`config.mk`:
```
export PLATFORM = sky130hd
export DESIGN_NAME = mem_access_ctrl
export DESIGN_NICKNAME = d
export VERILOG_FILES = /design/src/rtl/lc3_mem_pkg.sv /design/src/rtl/mem_wait_timer.sv /design/src/rtl/mem_access_ctrl.sv
export SDC_FILE = /design/constraint.sdc
export NUM_CORES = 1
export LEC_CHECK = 0
export ABC_AREA = 1
export CAP_MARGIN = 20
export CORE_AREA = 5 5 98 100
export CTS_BUF_LIST = sky130_fd_sc_hd__clkbuf_8
export DETAILED_ROUTE_END_ITERATION = 10
export DIE_AREA = 0 0 103 105
export PLACE_DENSITY = 0.65
export SYNTH_ARGS = -nofsm -noshare
export SYNTH_HDL_FRONTEND = slang
export SYNTH_SLANG_ARGS = --single-unit
```
`constraint.sdc`:
```
create_clock -name clk -period 1.6 [get_ports clk]
set_clock_uncertainty 0.05 [all_clocks]
set_input_delay 0.32 -clock clk [delete_from_list [all_inputs] [get_ports clk]]
set_output_delay 0.32 -clock clk [all_outputs]
set_load 0.05 [all_outputs]
```
`src/rtl/lc3_mem_pkg.sv`:
```
// Shared encodings for the LC-3 data-memory access sequencer: operation codes,
// sequencer states and the memory-mapped I/O window base.
package lc3_mem_pkg;

    typedef enum logic [1:0] {
        OP_LD  = 2'b00,
        OP_ST  = 2'b01,
        OP_LDI = 2'b10,
        OP_STI = 2'b11
    } op_t;

    typedef enum logic [1:0] {
        ST_IDLE = 2'b00,
        ST_PTR  = 2'b01,
        ST_ACC  = 2'b10,
        ST_DONE = 2'b11
    } state_t;

    localparam logic [15:0] MMIO_BASE = 16'hFE00;

    // Indirect ops fetch a pointer first; bit 0 selects write for the final access.
    function automatic logic is_indirect(input op_t op);
        return op[1];
    endfunction

    function automatic logic is_write(input op_t op);
        return op[0];
    endfunction

endpackage

```
`src/rtl/mem_wait_timer.sv`:
```
// Per-access wait budget: reloads to TIMEOUT_CYC-1 on restart and counts down to 0,
// so expired rises during the TIMEOUT_CYC-th cycle spent waiting.
module mem_wait_timer #(
    parameter int TIMEOUT_CYC = 64
) (
    input  logic clk,
    input  logic rst_n,
    input  logic restart,
    output logic expired
);

    localparam int CNT_W = $clog2(TIMEOUT_CYC + 1);

    logic [CNT_W-1:0] cnt_q;

    // NOTE: sequential state is written only with non-blocking assignments so every
    // flop samples pre-edge values regardless of process ordering.
    always_ff @(posedge clk or negedge rst_n) begin
        if (!rst_n) begin
            cnt_q <= '0;
        end else if (restart) begin
            cnt_q <= CNT_W'(TIMEOUT_CYC - 1);
        end else if (cnt_q != '0) begin
            cnt_q <= cnt_q - 1'b1;
        end
    end

    assign expired = (cnt_q == '0);

endmodule

```
`src/rtl/mem_access_ctrl.sv`:
```
// LC-3 data-memory access sequencer: MAR/MDR capture and memory handshake for
// LD/ST/LDI/STI with per-access timeout. Optional I/O window enabled by MMIO_EN.
module mem_access_ctrl
    import lc3_mem_pkg::*;
#(
    parameter int DATA_W      = 16,
    parameter int TIMEOUT_CYC = 64
) (
    input  logic              clk,
    input  logic              rst_n,
    input  logic              start,
    input  logic [1:0]        op,
    input  logic [DATA_W-1:0] ea_in,
    input  logic [DATA_W-1:0] st_data,
    output logic              busy,
    output logic              done,
    output logic              err,
    output logic [DATA_W-1:0] ld_data,
    output logic [DATA_W-1:0] mem_addr,
    output logic [DATA_W-1:0] mem_wdata,
    output logic              mem_en,
    output logic              mem_we,
`ifdef MMIO_EN
    output logic              io_sel,
    input  logic [DATA_W-1:0] io_rdata,
`endif
    input  logic [DATA_W-1:0] mem_rdata,
    input  logic              mem_ready
);

    state_t            state_q, state_d;
    op_t               op_q, op_d;
    logic [DATA_W-1:0] mar_q, mar_d;
    logic [DATA_W-1:0] mdr_q, mdr_d;
    logic              err_q, err_d;
    logic              timer_restart;
    logic              timer_expired;
    logic              is_io;
    logic              acc_ready;
    logic [DATA_W-1:0] rd_data;

    mem_wait_timer #(
        .TIMEOUT_CYC(TIMEOUT_CYC)
    ) u_timer (
        .clk     (clk),
        .rst_n   (rst_n),
        .restart (timer_restart),
        .expired (timer_expired)
    );

`ifdef MMIO_EN
    // I/O registers answer in the same cycle, so the final access never waits there.
    assign is_io   = (state_q == ST_ACC) && (mar_q >= DATA_W'(MMIO_BASE));
    assign io_sel  = is_io;
    assign rd_data = is_io ? io_rdata : mem_rdata;
`else
    assign is_io   = 1'b0;
    assign rd_data = mem_rdata;
`endif
    assign acc_ready = is_io || mem_ready;

    always_ff @(posedge clk or negedge rst_n) begin
        if (!rst_n) begin
            state_q <= ST_IDLE;
            op_q    <= OP_LD;
            mar_q   <= '0;
            mdr_q   <= '0;
            err_q   <= 1'b0;
        end else begin
            state_q <= state_d;
            op_q    <= op_d;
            mar_q   <= mar_d;
            mdr_q   <= mdr_d;
            err_q   <= err_d;
        end
    end

    // NOTE: every output of this block is given a default first, so no path
    // through the case leaves a signal unassigned and no latch is inferred.
    always_comb begin
        state_d       = state_q;
        op_d          = op_q;
        mar_d         = mar_q;
        mdr_d         = mdr_q;
        err_d         = err_q;
        timer_restart = 1'b0;
        mem_en        = 1'b0;
        mem_we        = 1'b0;
        done          = 1'b0;

        case (state_q)
            ST_IDLE: begin
                if (start) begin
                    mar_d         = ea_in;
                    mdr_d         = st_data;
                    op_d          = op_t'(op);
                    err_d         = 1'b0;
                    timer_restart = 1'b1;
                    state_d       = is_indirect(op_t'(op)) ? ST_PTR : ST_ACC;
                end
            end

            ST_PTR: begin
                mem_en = 1'b1;
                if (mem_ready) begin
                    mar_d         = mem_rdata;
                    timer_restart = 1'b1;
                    state_d       = ST_ACC;
                end else if (timer_expired) begin
                    err_d   = 1'b1;
                    state_d = ST_DONE;
                end
            end

            ST_ACC: begin
                mem_en = !is_io;
                mem_we = is_write(op_q);
                if (acc_ready) begin
                    if (!is_write(op_q)) begin
                        mdr_d = rd_data;
                    end
                    state_d = ST_DONE;
                end else if (timer_expired) begin
                    err_d   = 1'b1;
                    state_d = ST_DONE;
                end
            end

            ST_DONE: begin
                done    = 1'b1;
                state_d = ST_IDLE;
            end

            default: state_d = ST_IDLE;
        endcase
    end

    assign busy      = (state_q != ST_IDLE);
    assign err       = err_q;
    assign ld_data   = mdr_q;
    assign mem_addr  = mar_q;
    assign mem_wdata = mdr_q;

endmodule
```
==> run_results.csv <==
group,metric,value,unit
run_status,status,"finished with violations",
run_status,violations,"setup timing",
sta,min_period_over_period,106.5,%
synthesis,synth_top_family_by_area,"simple AND/OR/NAND/NOR gates",
floorplanning,num_rows,34,
power,ir_drop,1477,uV
global_routing,grt_util_met3,3.264,%
clock_network,insertion_delay,0.29,ns
drt,drc_errors,0,
min_path,hold_class,"flop to flop",
setup_path,arrival,1.88,ns
place,portBuffers,106,
synthesis,syn_area_per_cell,7.227,sq um
global_routing,grt_max_degree,44,
global_routing,use_met2,24.89,%
synthesis,synth_warnings,0,
setup_path,critPathLaunchType,"flop",
global_routing,grt_pass1_wl,12.61,mm
synthesis,synth_compound_area_share,13.98,%
global_routing,grt_overflow,0,
synthesis,synth_seq_cells,43,
place,hpwl,5.922,mm
global_routing,track_usage,14.47,%
setup_path,path_delay_family,"buffers and inverters",
sta,setup_viol,29,
floorplanning,die_x,103,um
sta,worst_pin_slew,0.3207,ns
layout,drive_gt1_share,26.03,%
setup_path,crit_path_cell_trace,"inv_2 -> ha_4 -> nand2_4 -> clkinvlp_4 -> buf_6 -> nor3_4 -> buf_12 -> clkbuf_16 -> nand2_1 -> o21ai_1",
clock_network,cts_tree,"done",
layout,fin_area,4611,sq um
synthesis,yosysSeqAreaShare,42.79,%
synthesis,ys_types,23,
setup_path,worst-path-stages,10,
floorplanning,die_height,105,um
setup_path,end_kind,"flop",
clock_network,numCtsBuffers,5,
layout,antenna_cells,0,
place,dpl_cell_area,4238,sq um
setup_path,worstPathRequired,1.77,ns
synthesis,synth-simple-area-share,21.94,%
synthesis,yosys.area.top_type_share,42.79,%
sta,grt_setup_unrepaired,"yes",
clock_network,htree_levels,2,
synthesis,synth.most_common_cell,"nand2_1",
sta,slew-limit-headroom,78.39,%
sta,period_minus_slack,1.703,ns
drt,dr.first_iter.drc_count,113,
setup_path,crit_slowest_cell,"dfrtp_1",
global_routing,grt.met1_usage,18.20,%
global_routing,top_usage_layer,"met2",
synthesis,muxShareOfSynthArea,0.4478,%
setup_path,critical_path.max_stage_delay,0.40,ns
drt,drt_pass1_iterations,4,
synthesis,synthArstFlopShare,100.0,%
floorplanning,ios,107,
layout,final_nets,520,
drt,via_per_inst,4.480,
layout,area_growth,83.33,%
power,finalPower,11.67,mW
synthesis,synth_area_leaders,"dfrtp_1 (43%), nand2_1 (17%), inv_1 (9.6%), buf_4 (6.6%), o21ai_0 (6.2%)",
synthesis,synth_xor_area_share,0,%
sta,finalHoldViolations,0,
sta,finalWorstSetupSlack,-0.1035,ns
global_routing,antenna_found_initial,0,
synthesis,yosysTopAreaCell,"dfrtp_1",
setup_path,path_buf_inv,5,
synthesis,syn-instance-count,348,
setup_path,ff2ff_path_depth,10,
clock_network,clock_tree.root_cell,"clkbuf_8",
sta,drv_slew,0,
min_path,hold_path_depth,1,
synthesis,syn_nets,408,
global_routing,grt_pass1_vias,2578,
floorplanning,coreArea,8593,sq um
floorplanning,initial_core_util,29.27,%
setup_path,critical_path_class,"flop to flop",
drt,dr_total_vias,2549,
sta,max_freq,587.0,MHz
clock_network,clkTransAtPathRegs,0.08,ns
place,gp_congestion,0.8486,
power,p_leak,2.181,nW
synthesis,synthesis.area,2515,sq um
synthesis,synth_fa_ha_area_share,2.985,%
flow_run,cap_violations,0,
drt,wl,7.958,mm
setup_path,cp_max_fo,8,
synthesis,synth_edf_count,0,
drt,routedWlPerCell,13.99,um
clock_network,clock_sink_count,43,
clock_network,clk_path_buf_depth,2,
drt,drtAntennaViolNets,0,
floorplanning,dieArea,10820,sq um
synthesis,synth_flop_cell,"dfrtp_1",
power,p_per_area,2532,nW/um^2
synthesis,ys_top_cells_by_count,"nand2_1 (115), inv_1 (64), dfrtp_1 (43)",
## state kept, by name, summed over array words and instances, names as in the netlist
name / flops
ld_data: 16
u_timer.cnt_q: 7
mem_addr: 16
state_q: 2
err: 1
op_q: 1
## final cells by class
type                    instances  area [sq um]
clock buffers                   6         82.58
clock inverters                 2         35.03
fillers                       795          3983
inverters                      66         255.2
multi-input cells             210          1115
flip-flops and latches         43          1076
well taps                     108         135.1
repair buffers                134          1912
## worst reg2reg max path: stages, from the launching register on
cell and delay [ns]:
dfrtp_1 0.40, inv_2 0.08, ha_4 0.18, nand2_4 0.06
clkinvlp_4 0.11, buf_6 0.14, nor3_4 0.19, buf_12 0.15
clkbuf_16 0.15, nand2_1 0.05, o21ai_1 0.07
## layout by cell type (no fill, tap or decap), types with 7 or more instances in the layout
cell             count
nand3_1              8
o21ai_0             22
buf_12              58
dfrtp_1             43
o21ai_1             33
buf_4               16
nand2_1            106
nand2_2              7
nor2_1               8
clkdlybuf4s50_1     52
inv_1               58
## worst paths after layout
path                                   from               end  slack (ns)
hold reg to reg            u_timer.cnt_q[5]  u_timer.cnt_q[5]        0.46
hold / removal             u_timer.cnt_q[5]  u_timer.cnt_q[5]        0.46
min in group asynchronous             rst_n      mem_addr[14]        0.47
setup reg to reg                 state_q[0]        ld_data[0]       -0.10
max in group asynchronous             rst_n       ld_data[11]        0.82
setup / recovery                 state_q[0]        ld_data[0]       -0.10
## per-layer routing
layer / routed length, um / part of all wire [%] / vias to the layer above
met5: 0 / 0 / -
met4: 93 / 1.2 / 0
met3: 515 / 6.5 / 13
met2: 4036 / 51 / 85
met1: 3312 / 42 / 1182
li1: - / - / 1269
## cell families after synthesis
| family | count (synthesis) |
|---|---|
| AOI/OAI and AO/OA | 66 |
| adders and majority gates | 6 |
| buffers and inverters | 95 |
| DFF | 43 |
| muxes | 1 |
| and+or+nand+nor | 137 |
## metrics by stage
stage	setup slack [ns]	hold slack, ns	cells	TNS (ns)	utilization (%)
6_report	-0.1035	0.4598	569	-1.581	53.65
5_1_grt	-0.1930	0.4771	569	-4.886	53.65
4_1_cts	-0.07111	0.4645	565	-0.1759	51.81
3_5_place_dp	-0.1176	0.2611	549	-3.061	49.32
3_3_place_gp	-0.07293	0.2656	549	-1.839	49.32
2_1_floorplan	-0.1261	-0.02559	348	-3.704	-
## power breakdown
| group | internal, mW | switching (mW) |
|---|---|---|
| logic | 4.02 | 4.52 |
| clock network | 0.505 | 0.371 |
| registers | 1.59 | 0.674 |
## timing repair
item                       4_1_cts  5_1_grt
setup endpoints to repair       40       44
cloned                           0        3
buffers inserted                 7        2
hold buffers                     1        0
gates resized for setup         10       20
pin swaps                        2        3
hold endpoints to repair        43        0
No activity file was read; power rests on OpenSTA's default activity.
